### src/rtl/uart_rx_if.sv
// Serial receiver bus: sampled line in, frame result (valid/err/data) out.
// The slave modport is the receiver, the master modport is the line driver/consumer.
interface uart_rx_if #(
   parameter int unsigned DATA_BITS = 2
);
   logic                 signal;
   logic                 valid;
   logic [DATA_BITS-1:0] data;
   logic                 err;

   modport master (output signal, input valid, input data, input err);
   modport slave  (input signal, output valid, output data, output err);
endinterface

### src/rtl/uart_rx.sv
// One-bit-per-cycle serial frame receiver: start(1), DATA_BITS data (LSB first), stop(1).
// Optional even-parity bit between data and stop when UART_PARITY_EN is defined.
module uart_rx #(
   parameter int unsigned DATA_BITS = 2
) (
   input  logic       clk,
   input  logic       reset,
   uart_rx_if.slave   rx
);

   localparam int unsigned CW = $clog2(DATA_BITS + 1);

`ifdef UART_PARITY_EN
   typedef enum logic [1:0] {IDLE, DATA, PARITY, STOP} state_t;
`else
   typedef enum logic [1:0] {IDLE, DATA, STOP} state_t;
`endif

   state_t               state_q, state_d;
   logic [CW-1:0]        cnt_q, cnt_d;
   logic [DATA_BITS-1:0] shift_q, shift_d;
   logic [DATA_BITS-1:0] data_q, data_d;
   logic                 valid_q, valid_d;
   logic                 err_q, err_d;
   logic                 par_ok;

`ifdef UART_PARITY_EN
   logic par_ok_q, par_ok_d;
   assign par_ok = par_ok_q;
`else
   assign par_ok = 1'b1;
`endif

   always_comb begin
      state_d = state_q;
      cnt_d   = cnt_q;
      shift_d = shift_q;
      data_d  = data_q;
      valid_d = 1'b0;
      err_d   = 1'b0;
`ifdef UART_PARITY_EN
      par_ok_d = par_ok_q;
`endif
      case (state_q)
         IDLE: begin
            if (rx.signal) begin
               state_d = DATA;
               cnt_d   = '0;
            end
         end
         DATA: begin
            // Explicit decode keeps the index within the shift register width.
            for (int unsigned i = 0; i < DATA_BITS; i++) begin
               if (cnt_q == CW'(i)) shift_d[i] = rx.signal;
            end
            cnt_d = cnt_q + CW'(1);
            if (cnt_q == CW'(DATA_BITS - 1)) begin
`ifdef UART_PARITY_EN
               state_d = PARITY;
`else
               state_d = STOP;
`endif
            end
         end
`ifdef UART_PARITY_EN
         PARITY: begin
            par_ok_d = ~(rx.signal ^ (^shift_q));
            state_d  = STOP;
         end
`endif
         STOP: begin
            if (rx.signal && par_ok) begin
               valid_d = 1'b1;
               data_d  = shift_q;
            end else begin
               err_d = 1'b1;
            end
            state_d = IDLE;
         end
         default: state_d = IDLE;
      endcase
   end

   always_ff @(posedge clk) begin
      if (!reset) begin
         state_q  <= IDLE;
         cnt_q    <= '0;
         shift_q  <= '0;
         data_q   <= '0;
         valid_q  <= 1'b0;
         err_q    <= 1'b0;
`ifdef UART_PARITY_EN
         par_ok_q <= 1'b1;
`endif
      end else begin
         state_q  <= state_d;
         cnt_q    <= cnt_d;
         shift_q  <= shift_d;
         data_q   <= data_d;
         valid_q  <= valid_d;
         err_q    <= err_d;
`ifdef UART_PARITY_EN
         par_ok_q <= par_ok_d;
`endif
      end
   end

   assign rx.valid = valid_q;
   assign rx.err   = err_q;
   assign rx.data  = data_q;

endmodule

### src/flat_wrapper.sv
// flat-port wrapper written by rule: the top's interface ports become plain ports
module uart_rx_flat 
#(
   parameter int unsigned DATA_BITS = 2
)
  (clk, reset, rx_signal, rx_valid, rx_data, rx_err);
  uart_rx_if #(.DATA_BITS(DATA_BITS)) rx_i ();
  input  logic clk;
  input  logic reset;
  input wire logic [$bits(rx_i.signal)-1:0] rx_signal;
  output wire logic [$bits(rx_i.valid)-1:0] rx_valid;
  output wire logic [$bits(rx_i.data)-1:0] rx_data;
  output wire logic [$bits(rx_i.err)-1:0] rx_err;
  assign rx_i.signal = rx_signal;
  assign rx_valid = rx_i.valid;
  assign rx_data = rx_i.data;
  assign rx_err = rx_i.err;
  uart_rx #(.DATA_BITS(DATA_BITS)) u_core (.clk(clk), .reset(reset), .rx(rx_i));
endmodule
### config.mk
export PLATFORM = sky130hd
export DESIGN_NAME = uart_rx_flat
export DESIGN_NICKNAME = d
export VERILOG_FILES = /design/src/rtl/uart_rx_if.sv /design/src/rtl/uart_rx.sv /design/src/flat_wrapper.sv
export SDC_FILE = /design/constraint.sdc
export NUM_CORES = 1
export LEC_CHECK = 0
export BUFFER_PORTS_ARGS = -buffer_cell sky130_fd_sc_hd__buf_2
export CORE_AREA = 2 2 39 41
export CTS_CLUSTER_SIZE = 24
export DETAILED_ROUTE_END_ITERATION = 12
export DIE_AREA = 0 0 41 43
export PLACE_DENSITY_LB_ADDON = 0.08
export SETUP_SLACK_MARGIN = 0.4
export SYNTH_ARGS = -nofsm -noshare
export SYNTH_HDL_FRONTEND = slang
export SYNTH_SLANG_ARGS = --single-unit
### constraint.sdc
create_clock -name clk -period 1.1 [get_ports clk]
set_input_delay 0.165 -clock clk [delete_from_list [all_inputs] [get_ports clk]]
set_output_delay 0.165 -clock clk [all_outputs]
set_load 0.01 [all_outputs]
# After elaboration in Yosys (flattened, before gate mapping)
# Cells that the tools add are included.
[word_totals]
reg_bits = 10
input_bits = 3
out_inout_bits = 4
wordCells = 29
[classes]
n_addsub = 1
eq_ne = 5
n_mux = 7
n_reduce_logical = 9
[op_table]
columns = ["op", "n"]
rows = [
  ["$reduce_and A2 Y1", 6],
  ["$pmux W2 S2", 2],
  ["$mux W2", 3],
  ["$eq A2 B1 Y1 const B", 2],
  ["$logic_not A2 Y1", 2],
  ["$add A2 B1 Y2 const B", 1],
  ["$eq A2 B2 Y1 const B", 1],
  ["$mux W1", 2],
  ["$ne A2 B1 Y1 const B", 1],
  ["$ne A2 B2 Y1 const B", 1],
  ["$reduce_bool A2 Y1", 1],
]

# Logic depth before layout (Yosys ltp)
[logic_depth]
ltp_word = 3
depth_mapped = 4
mapped_depth_nobuf = 4

# Worst setup path after synthesis
# No wires, ideal clock.
[synth_timing]
path_kind = "register to register"
start = "register u_core.cnt_q[0]"
end = "register u_core.cnt_q[1]"
setup_ns = 0.123
arrival_ns = 0.771
required_ns = 0.977
setup_slack_ns = 0.206
stages_incl_launch_ff = 5
n_path_buf = 0
cell_sequence = "dfxtp_1 > inv_1 > ha_1 > nand3_1 > o21ai_0"
[synth_between]
elab_chain_cells = 2
[synth_lines]
columns = ["item", "line_no", "rtl"]
rows = [
  ["start: declaration", "uart_rx.sv:20", "logic [CW-1:0] cnt_q, cnt_d;"],
  ["start signal: assignment", "uart_rx.sv:97", "cnt_q <= cnt_d;"],
  ["$add A2 B1 Y2", "uart_rx.sv:56", "cnt_d = cnt_q + CW'(1);"],
  ["$pmux W2 S2", "uart_rx.sv:44", "case (state_q)"],
]
# Every way passes these cells.
# A chain may end at the register's enable or synchronous reset.

# Worst setup path after layout
[layout_timing]
start = "register u_core.state_q[0]"
end = "register u_core.shift_q[0]"
[layout_between]
elab_chain_cells = 2
[layout_lines]
columns = ["item", "line_no", "rtl"]
rows = [
  ["start: declaration", "uart_rx.sv:19", "state_t state_q, state_d;"],
  ["start signal: assignment", "uart_rx.sv:96", "state_q <= state_d;"],
  ["$eq A2 B1 Y1", "uart_rx.sv:44", ""],
  ["$reduce_and A2 Y1 (no line)", "-", ""],
  ["end signal: assignment", "uart_rx.sv:98", "shift_q <= shift_d;"],
  ["end: declaration", "uart_rx.sv:21", "logic [DATA_BITS-1:0] shift_q, shift_d;"],
]
# Every way passes these cells.

==> results list <==
- Number of core rows: 14
- I/O Buffers: 6
- CTS max path bufs: 2
- Final Hold Violating Endpoints: 0
- Final setup margin: ~190 ps
* Kind of start point of the critical path: register
- Remaining design rule violation count: 0
- The slowest stage of the critical path is the dfxtp_2 cell.
- Across the VDD grid, the largest voltage drop is 0.000643 V.
- Type of the worst setup path: reg -> reg
- From synthesis to final layout, the design area changed by 39.1%.
- Net count of the mapped netlist: 46
- The placed instances occupy a cell area of 434 sq um.
* Average detailed-routed wire length per instance: 11.5 um
* Total die area: 0.00176 sq mm
- The first global-routing pass estimated 1210 um of wire.
* Grt ovf: 0
- Setup-violating endpoint count in the final report: 0
* F_max: 1.10 GHz
* Vias/cell: 4.65
* Fin crit share: 0.828
- Clock root buffer master: clkbuf_4
- Post-placement worst setup slack: 183 ps
- In this run the static leakage power is 0.211 nW.
* GR Util All Layers: 0.110
- The detail route stage leaves a number of antenna-violating nets equal to 0.
- Starting density of the core: 0.273
- Worst-path maximum fanout: 6
- Total CTS buffers: 3
* Post-synth ARST share: 0
* CTS HTree Levels: 1
- CTS saw 10 sinks.
- Clock Skews: approximately 2.4 ps
- The share of the Yosys chip area taken by registers is 0.530.
- In the final layout, the share of cells above drive strength 1 is 0.540.
- Cells taking the most area after synthesis: dfxtp_1 (53%), nand2_1 (7.9%), ha_1 (6.6%)
- Number of global-route vias before repair: between 200 and 300
* Post-Syn Instances: 41
- In this run the standard cell core region covers 0.00138 sq mm.
- Synth top area share: 0.530
- Post-layout nets: 57
* Die Span Y: 43 um
- List of most frequent post-synthesis cells: dfxtp_1 (10), nand2_1 (8), o21ai_0 (4), nand3_1 (3)
* Synthesis Warnings: 0
- Number of hold buffers added after cts: 0
- Number of vias after detailed routing: just over 300
- Once layout is complete, the utilization of the core stands at 0.380.
- The count of pins over their slew limit was 0.
- Top-Level Pins: 7
- Netlist Area Pre-Place: 378 sq um
- Yosys instantiated no cell more often than dfxtp_1.
- Delay of the slowest cell on the worst path: 350 ps
- After clock tree synthesis, the clock-pin slew on the worst setup and hold paths is around 60 ps.
* Headroom to the max-slew limit: 0.867
* Cells after DPL: 62
- EDFF count, synth: 0
- For this run, the leading register cell type out of synthesis is dfxtp_1.
- Walking the worst path, the cells encountered are and2b_2, nand2_2, mux2i_1.
- TritonCTS built the clock tree.
* Slew at the pin with the worst max-slew slack: 199 ps
- Total inserted antenna cells: 0
- Initial drt markers: 0
* Non-Filler Cell Area, Final: 526 sq um
* Yosys top cell by area: dfxtp_1
* Required arrival time at the worst endpoint: about 1300 ps
- Run status: finished, final reports clean
* Minimum period implied by the final worst setup slack: 910 ps
- Number of unique standard cell types used by synthesis: 16
- Placer's final routability congestion estimate: 0.736
* Fin cells: 66
- Max-cap violations in this run came to 0.
- Synthesis inferred 10 register bits.
* Setup TNS: 0 ps
- Sort of element at the end of the critical path: register
* Pwr dens: 1370 mW/mm^2
* Antenna violations before repair: 0
- The tightest min-delay check is of the in -> reg type.
- For this run, the detailed router's first-pass iteration total came to 1.
* Total detailed-routing wirelength: 760 um
- At the later pin of the worst-skew pair, clock insertion delay measures 260 ps.
- Unrepaired setup endpoints after global routing: true
- Die boundary width: 41 um
- Each instance of the synthesized netlist takes up on average 9.22 sq um.
- Data arrives at the worst endpoint at roughly 1100 ps.
- The HPWL after detailed placement is 499 um.
- Entering global routing, the biggest net connects 12 pins.
==> report_power, final <==
| part | total, mW | internal [mW] | switching (mW) | leakage, nW |
|---|---|---|---|---|
| Sequential | 0.396 | 0.379 | 0.0178 | 0.0842 |
| Clock | 0.239 | 0.126 | 0.113 | 0.0138 |
| Combinational | 0.0847 | 0.0406 | 0.0441 | 0.113 |
==> sequential cells by signal, summed over array words and instances, names as in the netlist <==
| register | flops |
|---|---|
| u_core.shift_q | 2 |
| u_core.rx.valid | 1 |
| u_core.state_q | 2 |
| u_core.rx.err | 1 |
| u_core.cnt_q | 2 |
| u_core.rx.data | 2 |
==> per-layer routing <==
metal	track usage	share of wire	vias to the layer above
met5	0	0	-
met4	0.0200	0.0079	0
met3	0.0942	0.074	2
met2	0.147	0.49	7
met1	0.133	0.43	143
li1	-	-	155
==> cell usage in the layout, fill, tap and decap left out, types with 3 or more instances in the layout <==
cell,synthesis,routed
dfxtp_2,0,5
nand2_1,8,5
o21ai_1,0,3
clkbuf_4,0,3
dfxtp_1,10,4
nand3_1,3,3
nand2_2,0,3
buf_2,1,4
==> worst paths after layout <==
kind / slack (ps) / depth (start not counted) / start / end
max: 190 / 3 / u_core.state_q[0]$_SDFFE_PN0P_ / u_core.shift_q[0]$_SDFFE_PN0P_
min: 130 / 2 / rx_signal / u_core.rx.err$_SDFF_PN0_
min reg2reg: 460 / 2 / u_core.shift_q[1]$_SDFFE_PN0P_ / u_core.rx.data[1]$_SDFFE_PN0P_
max reg2reg: 190 / 3 / u_core.state_q[0]$_SDFFE_PN0P_ / u_core.shift_q[0]$_SDFFE_PN0P_
==> repair_timing <==
| action | in CTS | in global routing |
|---|---|---|
| gates resized for setup | 11 | 4 |
| setup buffers | 1 | 0 |
| setup endpoints to repair | 12 | 14 |
| pin swaps | 1 | 1 |
==> critical path: cells and delay by family, from the launching register on <==
kind / cells / cell delay (ps)
flops: 1 / 350
mux: 1 / 170
simple gates: 2 / 320
==> area by class of cell <==
| class | instances | area, sq um |
|---|---|---|
| tap | 16 | 20.0 |
| sequential | 10 | 210 |
| timing repair buffer | 7 | 50.0 |
| fill | 152 | 858 |
| inverter | 2 | 12.5 |
| multi-input combinational | 28 | 210 |
| clock buffer | 3 | 22.5 |
==> kinds of logic after synthesis <==
group | share of synthesized area
fa+ha+maj | 0.0662
buf+inv | 0.0331
compound gates | 0.0662
mux | 0.0530
flops | 0.530
simple gates | 0.252
==> stage by stage <==
step / hold slack [ps] / total power [mW]
2_1_floorplan: 243 / 0.443
3_3_place_gp: 396 / 0.459
3_5_place_dp: 403 / 0.459
4_1_cts: 121 / 0.724
5_1_grt: 129 / 0.776
6_report: 129 / 0.720
Power figures use the tool's default switching activity.
